`config.mk`:
```
export PLATFORM = sky130hd
export DESIGN_NAME = sram_arb
export DESIGN_NICKNAME = d
export VERILOG_FILES = /design/src/rtl/sram_arb.sv
export SDC_FILE = /design/constraint.sdc
export NUM_CORES = 1
export LEC_CHECK = 0
export CAP_MARGIN = 20
export CELL_PAD_IN_SITES_DETAIL_PLACEMENT = 0
export CELL_PAD_IN_SITES_GLOBAL_PLACEMENT = 2
export CORE_MARGIN = 8
export CORE_UTILIZATION = 10
export CTS_BUF_LIST = sky130_fd_sc_hd__clkbuf_4
export DETAILED_ROUTE_END_ITERATION = 6
export HOLD_SLACK_MARGIN = 0.05
export MAX_ROUTING_LAYER = met4
export PLACE_DENSITY = 0.95
export SLEW_MARGIN = 20
export SYNTH_ARGS = -nofsm -noshare
export SYNTH_HDL_FRONTEND = slang
export SYNTH_SLANG_ARGS = --single-unit
```
`constraint.sdc`:
```
create_clock -name clk -period 1.58 [get_ports clk]
set_input_delay 0.158 -clock clk [delete_from_list [all_inputs] [get_ports clk]]
set_output_delay 0.158 -clock clk [all_outputs]
set_load 0.02 [all_outputs]
```
`src/rtl/sram_arb.sv`:
```
// rtl/sram_arb.sv - round-robin arbiter sharing one single-port SRAM port among NREQ requesters
// Supports a lock for atomic read-modify-write sequences and routes registered read data back to the issuer.
module sram_arb #(
  parameter int NREQ = 2,
  parameter int AW   = 32,
  parameter int DW   = 32
) (
  input  logic                 clk,
  input  logic                 rstn,
  input  logic [NREQ-1:0]      req_cs,
  input  logic [NREQ-1:0]      req_lock,
  input  logic [NREQ-1:0]      req_we,
  input  logic [NREQ*AW-1:0]   req_addr,
  input  logic [NREQ*DW/8-1:0] req_byte,
  input  logic [NREQ*DW-1:0]   req_di,
  output logic [NREQ-1:0]      req_busy,
  output logic [NREQ-1:0]      req_rvld,
  output logic [DW-1:0]        req_do,
  output logic                 cs,
  output logic                 we,
  output logic [AW-1:0]        addr,
  output logic [DW/8-1:0]      byte_en,
  output logic [DW-1:0]        di,
  input  logic [DW-1:0]        do_data,
  input  logic                 busy
);

  localparam int PW = (NREQ > 1) ? $clog2(NREQ) : 1;
  localparam int BW = DW / 8;

  logic [PW-1:0]   ptr_q, ptr_d;
  logic            lk_vld_q, lk_vld_d;
  logic [PW-1:0]   lk_id_q, lk_id_d;
  logic            rsp_vld_q, rsp_vld_d;
  logic [PW-1:0]   rsp_id_q, rsp_id_d;

  logic            gnt_vld;
  logic [PW-1:0]   gnt_id;
  logic [NREQ-1:0] gnt;

  // Scan downward so the last hit written is the first requester at or after ptr.
  always_comb begin
    gnt_vld = 1'b0;
    gnt_id  = '0;
    if (!busy) begin
      if (lk_vld_q) begin
        gnt_vld = req_cs[lk_id_q];
        gnt_id  = lk_id_q;
      end else begin
        for (int k = NREQ - 1; k >= 0; k--) begin
          if (req_cs[PW'((int'(ptr_q) + k) % NREQ)]) begin
            gnt_vld = 1'b1;
            gnt_id  = PW'((int'(ptr_q) + k) % NREQ);
          end
        end
      end
    end
  end

  always_comb begin
    gnt = '0;
    if (gnt_vld) gnt[gnt_id] = 1'b1;
  end

  always_comb begin
    cs      = gnt_vld;
    we      = 1'b0;
    addr    = '0;
    byte_en = '0;
    di      = '0;
    if (gnt_vld) begin
      we      = req_we[gnt_id];
      addr    = req_addr[gnt_id*AW +: AW];
      byte_en = req_byte[gnt_id*BW +: BW];
      di      = req_di[gnt_id*DW +: DW];
    end
  end

  always_comb begin
    req_busy = req_cs & ~gnt;
    req_do   = do_data;
    req_rvld = '0;
    for (int i = 0; i < NREQ; i++) begin
      req_rvld[i] = rsp_vld_q && (rsp_id_q == PW'(i));
    end
  end

  always_comb begin
    ptr_d     = ptr_q;
    lk_vld_d  = lk_vld_q;
    lk_id_d   = lk_id_q;
    rsp_vld_d = 1'b0;
    rsp_id_d  = rsp_id_q;
    if (gnt_vld) begin
      ptr_d     = (gnt_id == PW'(NREQ - 1)) ? '0 : gnt_id + 1'b1;
      lk_vld_d  = req_lock[gnt_id];
      lk_id_d   = gnt_id;
      rsp_vld_d = ~req_we[gnt_id];
      rsp_id_d  = gnt_id;
    end
  end

  always_ff @(posedge clk or negedge rstn) begin
    if (!rstn) begin
      ptr_q     <= '0;
      lk_vld_q  <= 1'b0;
      lk_id_q   <= '0;
      rsp_vld_q <= 1'b0;
      rsp_id_q  <= '0;
    end else begin
      ptr_q     <= ptr_d;
      lk_vld_q  <= lk_vld_d;
      lk_id_q   <= lk_id_d;
      rsp_vld_q <= rsp_vld_d;
      rsp_id_q  <= rsp_id_d;
    end
  end

endmodule

```
==> flow_results.xml, run 1 <==
<?xml version="1.0" encoding="UTF-8"?>
<metrics>
  <group name="routing">
    <metric name="wire_per_inst" unit="microns">18.5</metric>
    <metric name="routed_wirelength" unit="microns">9560</metric>
    <metric name="drtAntennaViolNets" unit="">0</metric>
    <metric name="via_count" unit="">2034</metric>
    <metric name="vias_per_cell" unit="">3.93</metric>
    <metric name="initialDrtViolationCount" unit="">77</metric>
    <metric name="drc" unit="">0</metric>
    <metric name="dr.pass1.iters" unit="">4</metric>
  </group>
  <group name="placement">
    <metric name="placement.cell_area" unit="sq mm">0.00341</metric>
    <metric name="gp_congestion" unit="">0.799</metric>
    <metric name="dp.final_hpwl" unit="microns">7030</metric>
    <metric name="portBuffers" unit="">218</metric>
  </group>
  <group name="floorplan">
    <metric name="std_cell_rows" unit="">41</metric>
    <metric name="floorplan.initialDensity" unit="%">10.2</metric>
    <metric name="top_level_ports" unit="">283</metric>
    <metric name="die_y" unit="microns">129</metric>
    <metric name="core_area" unit="sq mm">0.0126</metric>
    <metric name="die_w" unit="microns">129</metric>
    <metric name="fp.dieArea" unit="sq mm">0.0167</metric>
  </group>
  <group name="logic_synthesis">
    <metric name="syn_area_per_cell" unit="sq um">9.01</metric>
    <metric name="number_of_warnings_printed_during_yosys_synthesis" unit="">0</metric>
    <metric name="synth_fp_nets" unit="">319</metric>
    <metric name="syn_inst" unit="">142</metric>
    <metric name="yosys_register_bits" unit="">4</metric>
    <metric name="post-synth-top-area-cell" unit="">sky130_fd_sc_hd__a22o_1</metric>
    <metric name="post_synth_instance_area" unit="sq mm">0.00128</metric>
    <metric name="synth_area_leaders" unit="">sky130_fd_sc_hd__a22o_1 (47%), sky130_fd_sc_hd__buf_4 (19%), sky130_fd_sc_hd__buf_6 (13%), sky130_fd_sc_hd__dfrtp_1 (7.8%), sky130_fd_sc_hd__a21o_1 (1.8%)</metric>
    <metric name="synth_top_cell_area_share" unit="%">46.6</metric>
    <metric name="synth.yosys.seq_area_share" unit="%">7.83</metric>
    <metric name="yosysUniqueCellTypes" unit="">20</metric>
  </group>
  <group name="power">
    <metric name="p_per_area" unit="mW/mm^2">968</metric>
    <metric name="total_leakage_power" unit="uW">0.00159</metric>
    <metric name="ir_drop" unit="uV">591</metric>
  </group>
  <group name="cts">
    <metric name="cts_hold_buffers" unit="">0</metric>
    <metric name="clk-insertion-delay-late" unit="ns">0.24</metric>
    <metric name="clk_pin_slew" unit="ns">0.04</metric>
    <metric name="clk_root_buffer_cell" unit="">sky130_fd_sc_hd__clkbuf_4</metric>
    <metric name="cts_num_sinks" unit="">4</metric>
    <metric name="cts.htree.levels" unit="">1</metric>
    <metric name="clockBufferDepth" unit="">2</metric>
    <metric name="cts_tree" unit="">done</metric>
    <metric name="cts-buffers-inserted" unit="">3</metric>
  </group>
  <group name="final_layout">
    <metric name="area_delta_synth_final" unit="%">189</metric>
    <metric name="mostFrequentLayoutCells" unit="">sky130_fd_sc_hd__clkdlybuf4s50_1 (144), sky130_fd_sc_hd__a22o_1 (66), sky130_fd_sc_hd__buf_4 (47)</metric>
    <metric name="seq_area" unit="sq um">100</metric>
    <metric name="final_design_area_no_fill" unit="sq mm">0.00369</metric>
    <metric name="diode_count" unit="">0</metric>
    <metric name="fin_util" unit="%">29.4</metric>
    <metric name="finalNetCount" unit="">524</metric>
    <metric name="layout-drive-gt1-share" unit="%">33.3</metric>
    <metric name="mostFrequentLayoutCell" unit="">sky130_fd_sc_hd__clkdlybuf4s50_1</metric>
    <metric name="multi_input_area" unit="sq um">806</metric>
    <metric name="n_fill_cell" unit="">1336</metric>
  </group>
  <group name="timing">
    <metric name="fin_crit" unit="ns">1.91</metric>
    <metric name="max_freq" unit="GHz">0.523</metric>
    <metric name="hold_violations" unit="">0</metric>
    <metric name="final.period_utilization" unit="%">121</metric>
    <metric name="slew-limit-headroom" unit="%">85.2</metric>
    <metric name="final_max_slew_viol_count" unit="">0</metric>
    <metric name="report.final.setup_viol" unit="">71</metric>
    <metric name="finalClockSkew" unit="ns">0.00586</metric>
    <metric name="unrepaired_setup_endpoints_after_global_routing" unit="">yes</metric>
    <metric name="worst-slew-pin-transition" unit="ns">0.222</metric>
    <metric name="post-route-worst-setup-slack" unit="ns">-0.332</metric>
  </group>
  <group name="outcome">
    <metric name="failed_checks" unit="">negative setup slack</metric>
    <metric name="status" unit="">complete, but fails checks</metric>
  </group>
  <group name="worst_setup_path">
    <metric name="setup.worst_path.start" unit="">lk_vld_q</metric>
    <metric name="worst-path-max-fanout" unit="">9</metric>
    <metric name="cp_top_family" unit="">buffers and inverters</metric>
    <metric name="worst_endpoint_data_arrival_time" unit="ns">1.75</metric>
    <metric name="count_of_buffer_and_inverter_cells_on_the_critical_path" unit="">3</metric>
    <metric name="crit_path_start_kind" unit="">flip-flop</metric>
    <metric name="sequence_of_cells_on_the_critical_path" unit="">nand3b_1 &gt; a21oi_4 &gt; buf_4 &gt; clkbuf_16 &gt; a22o_1 &gt; buf_4</metric>
    <metric name="critPathRequiredTime" unit="ns">1.42</metric>
    <metric name="category_of_the_most_critical_setup_path" unit="">reg -&gt; out</metric>
    <metric name="r2r-start" unit="">rsp_id_q</metric>
    <metric name="cpPeakStageDelay" unit="ns">0.40</metric>
    <metric name="worst_setup_path_end_kind" unit="">primary output</metric>
    <metric name="path_common_cell" unit="">sky130_fd_sc_hd__buf_4</metric>
    <metric name="crit_path_top_delay_cell" unit="">sky130_fd_sc_hd__dfrtp_1</metric>
  </group>
  <group name="run">
    <metric name="max_cap_violations" unit="">0</metric>
  </group>
  <group name="global_route">
    <metric name="grt_max_degree" unit="">38</metric>
    <metric name="overflow" unit="">0</metric>
    <metric name="first_global_vias" unit="">2291</metric>
    <metric name="global_route_wire_length_before_repair" unit="microns">13100</metric>
    <metric name="antenna_found_initial" unit="">0</metric>
    <metric name="global_route.usage.total" unit="%">10.2</metric>
  </group>
  <group name="worst_hold_path">
    <metric name="hp-class" unit="">in -&gt; async</metric>
  </group>
</metrics>
## kinds of logic after synthesis
kind of cell,after synthesis,synth area share (%)
and+or+nand+nor,11,5.77
buffers and inverters,48,32.3
AOI/OAI and AO/OA,78,53.3
DFF,4,7.83
muxes,1,0.783
## cell type report
class	instances	share of cell area [%]
repair buffers	247	68.9
multi-input cells	90	21.8
well taps	172	5.83
flip-flops and latches	4	2.71
clock buffers	3	0.610
inverters	1	0.102
## through the flow
stage               setup TNS [ns]  hold slack [ns]  cells  setup slack [ns]  total power, uW
finish                      -19.99            0.125    517            -0.332             3570
detailed placement          -49.61            0.316    497            -0.774             2970
CTS                         -18.37            0.121    513            -0.314             3480
global route                -27.74            0.127    517            -0.445             3770
global placement            -45.72            0.316    497            -0.707             2930
floorplan                        0           -0.138    142            0.0453             1720
## cells in the mapped netlist (all sizes together)
cell type,instances
a22o,68
buf,47
dfrtp,4
a21o,3
a21oi,3
nor2b,3
a21bo,2
nand3,2
a221o,1
and2,1
and3b,1
and4b,1
inv,1
mux2i,1
nand2,1
nand2b,1
nand3b,1
o21a,1
## registers in the layout (all words and copies together) (netlist names)
| register | flops |
|---|---|
| lk_vld_q | 1 |
| ptr_q | 1 |
| rsp_id_q | 1 |
| rsp_vld_q | 1 |
## path summary, 6_finish.rpt
check,end,slack (ns),cells after the start
max in group asynchronous,lk_vld_q,1.28,1
hold reg to reg,ptr_q,0.52,1
setup reg to reg,ptr_q,0.04,6
hold / removal,rsp_id_q,0.13,1
min in group clk,req_do[13],0.32,0
setup / recovery,di[0],-0.33,6
## timing repair
| action | CTS | global route |
|---|---|---|
| gates cloned | 5 | 3 |
| endpoints found under the setup margin | 74 | 75 |
| resized for setup | 405 | 19 |
| setup buffers | 8 | 7 |
| pin swaps | 8 | 5 |
## metal layers
metal	track usage (%)	up-vias	routed length (microns)
li1	-	944	-
met1	10.1	945	3420
met2	18.9	129	5140
met3	3.25	16	874
met4	2.28	0	134
met5	-	-	0
## where the power goes
group	leakage [uW]	switching (uW)	total, uW	internal [uW]
Combinational	0.00152	1450	3250	1800
Sequential	0.0000504	48.8	196	147
Clock	0.0000138	42.6	128	85.0
(Power assumes the default switching activity.)
==> run 2, diff against run 1 <==
--- a/config.mk
+++ b/config.mk
@@ -15,6 +15,7 @@
 export HOLD_SLACK_MARGIN = 0.05
 export MAX_ROUTING_LAYER = met4
 export PLACE_DENSITY = 0.95
+export SETUP_SLACK_MARGIN = 0.05
 export SLEW_MARGIN = 20
 export SYNTH_ARGS = -nofsm -noshare
 export SYNTH_HDL_FRONTEND = slang
==> flow_results.xml, run 2 (synthesis gave the netlist of run 1 again) <==
<?xml version="1.0" encoding="UTF-8"?>
<metrics>
  <group name="outcome">
    <metric name="status" unit="">complete, but fails checks</metric>
    <metric name="failed_checks" unit="">negative setup slack</metric>
  </group>
  <group name="power">
    <metric name="seq_power_share" unit="%">5.1</metric>
    <metric name="internal_power" unit="uW">2160</metric>
    <metric name="total_leakage_power" unit="uW">0.00162</metric>
    <metric name="clkPwrFrac" unit="%">3.4</metric>
    <metric name="power.net_switching" unit="uW">1580</metric>
    <metric name="power.share.combinational" unit="%">91.5</metric>
    <metric name="ir_drop" unit="uV">436</metric>
    <metric name="power.switching_fraction" unit="%">42.3</metric>
    <metric name="p_per_area" unit="mW/mm^2">973</metric>
  </group>
  <group name="global_route">
    <metric name="antenna_found_initial" unit="">0</metric>
    <metric name="overflow" unit="">0</metric>
    <metric name="global_route.usage.total" unit="%">10.2</metric>
    <metric name="grt_max_degree" unit="">19</metric>
    <metric name="global_route_wire_length_before_repair" unit="microns">12900</metric>
    <metric name="first_global_vias" unit="">2229</metric>
  </group>
  <group name="cts">
    <metric name="clk-insertion-delay-late" unit="ns">0.23</metric>
    <metric name="cts_tree" unit="">done</metric>
    <metric name="cts.htree.levels" unit="">1</metric>
    <metric name="clk_root_buffer_cell" unit="">sky130_fd_sc_hd__clkbuf_4</metric>
    <metric name="cts_num_sinks" unit="">4</metric>
    <metric name="clk_pin_slew" unit="ns">0.04</metric>
    <metric name="cts-buffers-inserted" unit="">3</metric>
    <metric name="clockBufferDepth" unit="">2</metric>
  </group>
  <group name="placement">
    <metric name="portBuffers" unit="">218</metric>
    <metric name="gp_congestion" unit="">0.855</metric>
    <metric name="dp.final_hpwl" unit="microns">7420</metric>
    <metric name="place_worst_setup_slack" unit="ns">-0.718</metric>
  </group>
  <group name="floorplan">
    <metric name="std_cell_rows" unit="">41</metric>
    <metric name="top_level_ports" unit="">283</metric>
    <metric name="die_y" unit="microns">129</metric>
    <metric name="fp.dieArea" unit="sq mm">0.0167</metric>
    <metric name="core_area" unit="sq mm">0.0126</metric>
    <metric name="die_w" unit="microns">129</metric>
    <metric name="floorplan.initialDensity" unit="%">10.2</metric>
  </group>
  <group name="timing">
    <metric name="hold_violations" unit="">0</metric>
    <metric name="max_freq" unit="GHz">0.531</metric>
    <metric name="finalClockSkew" unit="ns">0.00317</metric>
    <metric name="worst-slew-pin-transition" unit="ns">0.205</metric>
    <metric name="final.period_utilization" unit="%">119</metric>
    <metric name="unrepaired_setup_endpoints_after_global_routing" unit="">yes</metric>
    <metric name="post-route-worst-setup-slack" unit="ns">-0.304</metric>
    <metric name="report.final.setup_viol" unit="">70</metric>
    <metric name="slew-limit-headroom" unit="%">86.3</metric>
    <metric name="final_max_slew_viol_count" unit="">0</metric>
    <metric name="setup-tns-final" unit="ns">-18.85</metric>
    <metric name="fin_crit" unit="ns">1.88</metric>
  </group>
  <group name="worst_hold_path">
    <metric name="hp-class" unit="">in -&gt; async</metric>
  </group>
  <group name="routing">
    <metric name="dr.pass1.iters" unit="">4</metric>
    <metric name="wire_per_inst" unit="microns">19.6</metric>
    <metric name="wl_met3" unit="microns">941</metric>
    <metric name="highest_layer" unit="">met4</metric>
    <metric name="routed_wirelength" unit="microns">10100</metric>
    <metric name="wl_met2" unit="microns">5380</metric>
    <metric name="vias_per_cell" unit="">3.95</metric>
    <metric name="initialDrtViolationCount" unit="">42</metric>
    <metric name="drc" unit="">0</metric>
    <metric name="wl_met1" unit="microns">3630</metric>
    <metric name="drtAntennaViolNets" unit="">0</metric>
    <metric name="via_count" unit="">2029</metric>
  </group>
  <group name="worst_setup_path">
    <metric name="worst_setup_path_end_kind" unit="">primary output</metric>
    <metric name="sequence_of_cells_on_the_critical_path" unit="">nand3b_1 &gt; a21oi_4 &gt; buf_12 &gt; buf_12 &gt; a22o_1 &gt; buf_6</metric>
    <metric name="worst-path-max-fanout" unit="">9</metric>
    <metric name="crit_path_top_delay_cell" unit="">sky130_fd_sc_hd__dfrtp_1</metric>
    <metric name="worst_endpoint_data_arrival_time" unit="ns">1.73</metric>
    <metric name="category_of_the_most_critical_setup_path" unit="">reg -&gt; out</metric>
    <metric name="critPathRequiredTime" unit="ns">1.42</metric>
    <metric name="path_common_cell" unit="">sky130_fd_sc_hd__buf_12</metric>
    <metric name="crit_path_start_kind" unit="">flip-flop</metric>
    <metric name="cpPeakStageDelay" unit="ns">0.40</metric>
  </group>
  <group name="run">
    <metric name="max_cap_violations" unit="">0</metric>
  </group>
  <group name="final_layout">
    <metric name="multi_input_area" unit="sq um">792</metric>
    <metric name="diode_count" unit="">0</metric>
    <metric name="fin_util" unit="%">30.6</metric>
    <metric name="n_fill_cell" unit="">1307</metric>
    <metric name="layout-drive-gt1-share" unit="%">31.9</metric>
    <metric name="seq_area" unit="sq um">100</metric>
    <metric name="mostFrequentLayoutCell" unit="">sky130_fd_sc_hd__clkdlybuf4s50_1</metric>
    <metric name="finalNetCount" unit="">521</metric>
    <metric name="mostFrequentLayoutCells" unit="">sky130_fd_sc_hd__clkdlybuf4s50_1 (143), sky130_fd_sc_hd__buf_6 (69), sky130_fd_sc_hd__a22o_1 (67)</metric>
    <metric name="area_delta_synth_final" unit="%">200</metric>
  </group>
</metrics>
==> run 2: changes by cell type in the layout (fill, tap and decap cells not counted), moves of 2 or more <==
| cell | previous run | this run |
|---|---|---|
| sky130_fd_sc_hd__buf_12 | 3 | 5 |
| sky130_fd_sc_hd__buf_16 | 3 | 5 |
| sky130_fd_sc_hd__buf_4 | 47 | 14 |
| sky130_fd_sc_hd__buf_6 | 42 | 69 |
| sky130_fd_sc_hd__buf_8 | 2 | 0 |
| sky130_fd_sc_hd__clkbuf_16 | 2 | 5 |
==> run 2: worst paths after layout <==
path,cells after the start,slack [ns],from,end
max,6,-0.30,lk_vld_q,addr[18]
min,1,0.14,rstn,rsp_id_q
max reg2reg,5,0.04,lk_vld_q,lk_vld_q
min reg2reg,1,0.54,ptr_q,ptr_q
max in group asynchronous,1,1.26,rstn,rsp_vld_q
min in group clk,0,0.32,do_data[13],req_do[13]
==> run 2: metal layers <==
metal  GRT usage [%]  up-vias
met3            3.12       15
li1                -      941
met1            10.2      945
met4            1.66        0
met5               -        -
met2            19.4      128
==> run 2: area by class of cell <==
class | count | area share [%]
clock buffer | 3 | 0.586
tap | 172 | 5.60
sequential | 4 | 2.61
timing repair buffer | 244 | 70.5
inverter | 1 | 0.0977
multi-input combinational | 90 | 20.6
==> run 2: metrics by stage <==
step | cells | hold slack, ns | instance area, sq um | total power, uW
2_1_floorplan | 142 | -0.138 | 1280 | 1720
3_5_place_dp | 493 | 0.316 | 3370 | 2920
5_1_grt | 514 | 0.138 | 3840 | 3930
6_report | 514 | 0.136 | 3840 | 3740
4_1_cts | 507 | 0.127 | 3560 | 3320
3_3_place_gp | 493 | 0.316 | 3370 | 2900
==> run 2: worst max-delay path, delay by kind of cell, from the launching register on <==
kind                   cells  cell delay (ns)
AO/OA/AOI/OAI              2             0.40
AND/OR/NAND/NOR            1             0.24
flip-flops                 1             0.40
buffers and inverters      3             0.44
==> run 2: power by group through the flow <==
stage,Combinational [uW],Sequential (uW),Clock (uW)
after floorplan,1530,194,0
after CTS,3000,188,133
after global routing,3600,199,138
final,3420,192,126
after detailed placement,2730,197,0
after global placement,2710,196,0
==> run 2: what timing repair did <==
action	4_1_cts	5_1_grt
pin swaps	3	14
hold buffers	0	0
gates cloned	4	6
gates resized for setup	320	109
setup buffers	7	4
endpoints found under the setup margin	74	77
hold endpoints to repair	0	0
==> run 3, diff against run 2 <==
--- a/config.mk
+++ b/config.mk
@@ -8,7 +8,7 @@
 export CAP_MARGIN = 20
 export CELL_PAD_IN_SITES_DETAIL_PLACEMENT = 0
 export CELL_PAD_IN_SITES_GLOBAL_PLACEMENT = 2
-export CORE_MARGIN = 8
+export CORE_MARGIN = 4
 export CORE_UTILIZATION = 10
 export CTS_BUF_LIST = sky130_fd_sc_hd__clkbuf_4
 export DETAILED_ROUTE_END_ITERATION = 6
==> flow_results.xml, run 3 (synthesis gave the netlist of run 1 again) <==
<?xml version="1.0" encoding="UTF-8"?>
<metrics>
  <group name="outcome">
    <metric name="status" unit="">complete, but fails checks</metric>
    <metric name="failed_checks" unit="">negative setup slack</metric>
  </group>
  <group name="power">
    <metric name="internal_power" unit="uW">2260</metric>
    <metric name="power.switching_fraction" unit="%">41.9</metric>
    <metric name="power.net_switching" unit="uW">1630</metric>
    <metric name="p_per_area" unit="mW/mm^2">984</metric>
    <metric name="power.share.combinational" unit="%">91.7</metric>
    <metric name="total_leakage_power" unit="uW">0.00172</metric>
    <metric name="seq_power_share" unit="%">5.1</metric>
    <metric name="ir_drop" unit="uV">510</metric>
    <metric name="clkPwrFrac" unit="%">3.2</metric>
  </group>
  <group name="worst_setup_path">
    <metric name="crit_path_start_kind" unit="">flip-flop</metric>
    <metric name="path_common_cell" unit="">sky130_fd_sc_hd__buf_6</metric>
    <metric name="category_of_the_most_critical_setup_path" unit="">reg -&gt; out</metric>
    <metric name="worst_setup_path_end_kind" unit="">primary output</metric>
    <metric name="worst-path-max-fanout" unit="">6</metric>
    <metric name="cpPeakStageDelay" unit="ns">0.39</metric>
    <metric name="crit_path_top_delay_cell" unit="">sky130_fd_sc_hd__dfrtp_1</metric>
    <metric name="sequence_of_cells_on_the_critical_path" unit="">buf_6 &gt; nand2_4 &gt; and4b_2 &gt; buf_6 &gt; buf_6 &gt; buf_6 &gt; a22o_1 &gt; buf_6</metric>
    <metric name="worst_endpoint_data_arrival_time" unit="ns">1.81</metric>
    <metric name="critPathRequiredTime" unit="ns">1.42</metric>
  </group>
  <group name="routing">
    <metric name="initialDrtViolationCount" unit="">66</metric>
    <metric name="drc" unit="">0</metric>
    <metric name="dr.pass1.iters" unit="">4</metric>
    <metric name="via_count" unit="">2134</metric>
    <metric name="drtAntennaViolNets" unit="">0</metric>
    <metric name="vias_per_cell" unit="">4.00</metric>
    <metric name="routed_wirelength" unit="microns">9840</metric>
    <metric name="wire_per_inst" unit="microns">18.5</metric>
  </group>
  <group name="placement">
    <metric name="gp_congestion" unit="">0.708</metric>
    <metric name="dp.final_hpwl" unit="microns">7100</metric>
    <metric name="portBuffers" unit="">218</metric>
    <metric name="place_worst_setup_slack" unit="ns">-0.792</metric>
  </group>
  <group name="floorplan">
    <metric name="floorplan.initialDensity" unit="%">10.2</metric>
    <metric name="top_level_ports" unit="">283</metric>
    <metric name="std_cell_rows" unit="">41</metric>
    <metric name="fp.dieArea" unit="sq mm">0.0147</metric>
    <metric name="die_w" unit="microns">121</metric>
    <metric name="core_area" unit="sq mm">0.0126</metric>
    <metric name="die_y" unit="microns">121</metric>
  </group>
  <group name="global_route">
    <metric name="overflow" unit="">0</metric>
    <metric name="global_route_wire_length_before_repair" unit="microns">13100</metric>
    <metric name="first_global_vias" unit="">2346</metric>
    <metric name="grt_max_degree" unit="">27</metric>
    <metric name="global_route.usage.total" unit="%">11.8</metric>
    <metric name="antenna_found_initial" unit="">0</metric>
  </group>
  <group name="cts">
    <metric name="clk_root_buffer_cell" unit="">sky130_fd_sc_hd__clkbuf_4</metric>
    <metric name="cts_hold_buffers" unit="">0</metric>
    <metric name="cts-buffers-inserted" unit="">3</metric>
    <metric name="clk-insertion-delay-late" unit="ns">0.23</metric>
    <metric name="cts_num_sinks" unit="">4</metric>
    <metric name="clockBufferDepth" unit="">2</metric>
    <metric name="cts.htree.levels" unit="">1</metric>
    <metric name="cts_tree" unit="">done</metric>
    <metric name="clk_pin_slew" unit="ns">0.04</metric>
  </group>
  <group name="timing">
    <metric name="unrepaired_setup_endpoints_after_global_routing" unit="">yes</metric>
    <metric name="finalClockSkew" unit="ns">0.00184</metric>
    <metric name="hold_violations" unit="">0</metric>
    <metric name="max_freq" unit="GHz">0.509</metric>
    <metric name="final.period_utilization" unit="%">124</metric>
    <metric name="post-route-worst-setup-slack" unit="ns">-0.384</metric>
    <metric name="slew-limit-headroom" unit="%">84.7</metric>
    <metric name="fin_crit" unit="ns">1.96</metric>
    <metric name="worst-slew-pin-transition" unit="ns">0.231</metric>
    <metric name="final.hold.worst_slack" unit="ns">0.124</metric>
    <metric name="report.final.setup_viol" unit="">73</metric>
    <metric name="final_max_slew_viol_count" unit="">0</metric>
  </group>
  <group name="final_layout">
    <metric name="finalNetCount" unit="">540</metric>
    <metric name="layout-drive-gt1-share" unit="%">35.5</metric>
    <metric name="mostFrequentLayoutCell" unit="">sky130_fd_sc_hd__clkdlybuf4s50_1</metric>
    <metric name="n_fill_cell" unit="">1309</metric>
    <metric name="diode_count" unit="">0</metric>
    <metric name="area_delta_synth_final" unit="%">209</metric>
    <metric name="mostFrequentLayoutCells" unit="">sky130_fd_sc_hd__clkdlybuf4s50_1 (143), sky130_fd_sc_hd__buf_6 (72), sky130_fd_sc_hd__a22o_1 (68)</metric>
  </group>
  <group name="run">
    <metric name="max_cap_violations" unit="">0</metric>
  </group>
  <group name="worst_hold_path">
    <metric name="hp-class" unit="">in -&gt; async</metric>
  </group>
</metrics>
run 3: worst max-delay path, delay by kind of cell (launching register included):
kind	cells	cell delay [ns]
AND/OR/NAND/NOR	2	0.33
AO/OA/AOI/OAI	1	0.22
buffers and inverters	5	0.62
flip-flops	1	0.39
run 3: per-layer routing:
| layer | share of wire [%] | GRT usage, % | up-vias | routed length, microns |
|---|---|---|---|---|
| met4 | 1.9 | 1.98 | 0 | 191 |
| met1 | 35 | 11.4 | 995 | 3400 |
| li1 | - | - | 977 | - |
| met2 | 55 | 23.7 | 150 | 5380 |
| met5 | 0 | - | - | 0 |
| met3 | 8.8 | 2.80 | 12 | 867 |
run 3: what timing repair did:
item / CTS / global route
gates cloned: 6 / 4
resized for setup: 384 / 63
endpoints found under the setup margin: 75 / 76
buffers inserted: 17 / 7
pin swaps: 13 / 32
run 3: cell type report:
class / count / area (sq um) / area share (%)
tap: 172 / 215 / 5.44
timing repair buffer: 263 / 2820 / 71.3
clock buffer: 3 / 22.5 / 0.569
multi-input combinational: 90 / 793 / 20.1
sequential: 4 / 100 / 2.53
inverter: 1 / 3.75 / 0.0949
run 3: path summary, 6_finish.rpt:
kind	start	endpoint	slack, ns	cells after the start
setup / recovery	lk_vld_q	addr[25]	-0.38	8
hold / removal	rstn	rsp_vld_q	0.12	1
setup reg to reg	lk_vld_q	lk_vld_q	-0.07	6
hold reg to reg	ptr_q	ptr_q	0.52	1
max in group asynchronous	rstn	lk_vld_q	1.29	1
min in group clk	do_data[12]	req_do[12]	0.32	0
run 3: power by group through the flow:
stage | Sequential [uW] | Clock, uW | Combinational, uW
after detailed placement | 194 | 0 | 2760
final | 198 | 125 | 3570
after global placement | 192 | 0 | 2730
after global routing | 204 | 133 | 3750
after floorplan | 194 | 0 | 1530
after CTS | 188 | 131 | 3200
run 3: stage by stage:
step                      power, uW  util (%)  cell area (sq um)  cells  TNS [ns]
after floorplan                1720         -               1280    142         0
after global placement         2920      27.1               3400    500    -43.53
after detailed placement       2950      27.1               3400    500    -48.42
after CTS                      3520      29.2               3670    524    -22.53
after global routing           4090      31.5               3960    533    -28.44
final                          3890      31.5               3960    533    -23.35
==> variant: new RTL, settings of run 3 <==
Register the output `req_do`; this adds one clock of latency there. The other outputs are not delayed to match.
--- a/src/rtl/sram_arb.sv
+++ b/src/rtl/sram_arb.sv
@@ -27,6 +27,8 @@
 
   localparam int PW = (NREQ > 1) ? $clog2(NREQ) : 1;
   localparam int BW = DW / 8;
+
+  logic [DW-1:0] req_do_d;
 
   logic [PW-1:0]   ptr_q, ptr_d;
   logic            lk_vld_q, lk_vld_d;
@@ -78,7 +80,7 @@
 
   always_comb begin
     req_busy = req_cs & ~gnt;
-    req_do   = do_data;
+    req_do_d = do_data;
     req_rvld = '0;
     for (int i = 0; i < NREQ; i++) begin
       req_rvld[i] = rsp_vld_q && (rsp_id_q == PW'(i));
@@ -116,5 +118,9 @@
     end
   end
 
+  always_ff @(posedge clk) begin
+    req_do <= req_do_d;
+  end
+
 endmodule
 
Function: changed (Yosys sat finds a counterexample within 4 cycles, from zero or initial values and one cycle with rstn low).
==> variant against run 3 <==
- the flow still finishes with violations (setup timing)
- sequential cell count up 32
- worst hold slack better by 0.12 ns
- power up 40%
- synthesized area up 27%
- global-route usage up 0.28 points
- design area up 34%
- worst setup slack worse by 0.12 ns
- via count up 21%
- count of clock-buffer cells in the layout up 2
- maximum frequency down 5.8%
- die area up 25%
- sequential power rose to 5.4 times the old value
- routed wire length up 23%
==> variant: results (changes against run 3) <==
Status - complete, but fails checks
Violated checks - setup timing
List of most frequent post-synthesis cells - a22o_1 (68), dfxtp_1 (32), buf_6 (8)
Total Nets Final - 629 (+16%)
Reg clk slew, reported paths - 0.12 ns (+0.08 ns)
Biggest cell delay along the critical path - 0.46 ns (+0.07 ns)
GRT met3 Usage - 3.195% (+0.40 points)
Setup Skew - 0.001980 ns (+0.0001424 ns)
Gp weighted congestion - 0.7842 (+11%)
First-pass GRT wire length - 16370 microns (+25%)
Final setup fails - 73 (unchanged)
Share of layout cells above drive strength 1 - 29.14% (-6.3 points)
Post-CTS setup buffer count - 12 (-5)
GRT Resource Usage Total - 12.04% (+0.28 points)
First DRT Iteration DRCs - 69 (+4.5%)
Mean post-synth cell area - 11.46 sq um (+27%)
Met2 routed WL - 6053 microns (+13%)
Post-synthesis sequential area ratio - 45.50% (+38 points)
WL met3 - 1138 microns (+31%)
Ys async rst share - 11.11% (-89 points)
Vias in the first global route - 2839 (+21%)
Global-route met1 utilization - 13.47% (+2.0 points)
Reg2reg setup slack - -0.01 ns (+0.06 ns)
Leak pwr - 2.209 nW (+29%)
Crit path arrival time - 1.93 ns (+0.12 ns)
HP Class - in -> reg
Fin worst setup slack - -0.5052 ns (-0.1209 ns)
CP Max Fanout - 5 (-1)
Clock latency on the worst-skew pair - 0.34 ns (+0.11 ns)
Ys flop type - dfxtp_1
Total CTS buffers - 5 (+2)
Largest net degree at the start of global routing - 22 (-19%)
HPWL after detailed placement - 9107 microns (+28%)
Layout Cells excl Fill - 669 (+26%)
Dpl ws - -0.7780 ns (+0.01402 ns)
Cell variety after synth - 21 (+5.0%)
Max transition margin - 83.33% (-1.3 points)
[variant: changes by cell type after synthesis]
cell	change
dfxtp_1	+32
buf_2	+7
a21oi_2	+1
buf_4	-32
a21oi_4	-1
buf_6	-7
[variant: cells by family (layout without fill, tap and decap cells)]
kind of cell,count (synthesis),after routing,share of synthesized area (%)
AND/OR/NAND/NOR,11,11,4.536
multiplexers,1,1,0.6149
AO/OA/AOI/OAI,78,78,41.43
buffers and inverters,16,327,7.917
flip-flops,36,36,45.50
[variant: final cells by class]
type / instances / area, sq um
inverter: 1 / 3.754
clock inverter: 3 / 42.54
sequential: 36 / 743.2
fill: 1635 / 10650
clock buffer: 5 / 37.54
timing repair buffer: 318 / 3381
multi-input combinational: 90 / 818.3
tap: 216 / 270.3
[variant: power by group through the flow]
| stage | Clock (mW) | Combinational [mW] | Sequential [mW] |
|---|---|---|---|
| after global placement | 0 | 2.96 | 1.07 |
| after global routing | 0.711 | 3.90 | 1.08 |
| after CTS | 0.680 | 3.59 | 1.05 |
| after detailed placement | 0 | 2.98 | 1.08 |
| after floorplan | 0 | 1.35 | 1.13 |
| final | 0.646 | 3.72 | 1.07 |
[variant: final timing paths]
| kind | from | endpoint | depth (start not counted) |
|---|---|---|---|
| min in group asynchronous | rstn | lk_vld_q$_DFFE_PN0P_ | 2 |
| max reg2reg | lk_vld_q$_DFFE_PN0P_ | lk_vld_q$_DFFE_PN0P_ | 5 |
| max | lk_vld_q$_DFFE_PN0P_ | addr[13] | 7 |
| min reg2reg | ptr_q$_DFFE_PN0P_ | ptr_q$_DFFE_PN0P_ | 1 |
| min | do_data[15] | req_do[15]$_DFF_P_ | 1 |
| max in group asynchronous | rstn | rsp_id_q$_DFFE_PN0P_ | 2 |
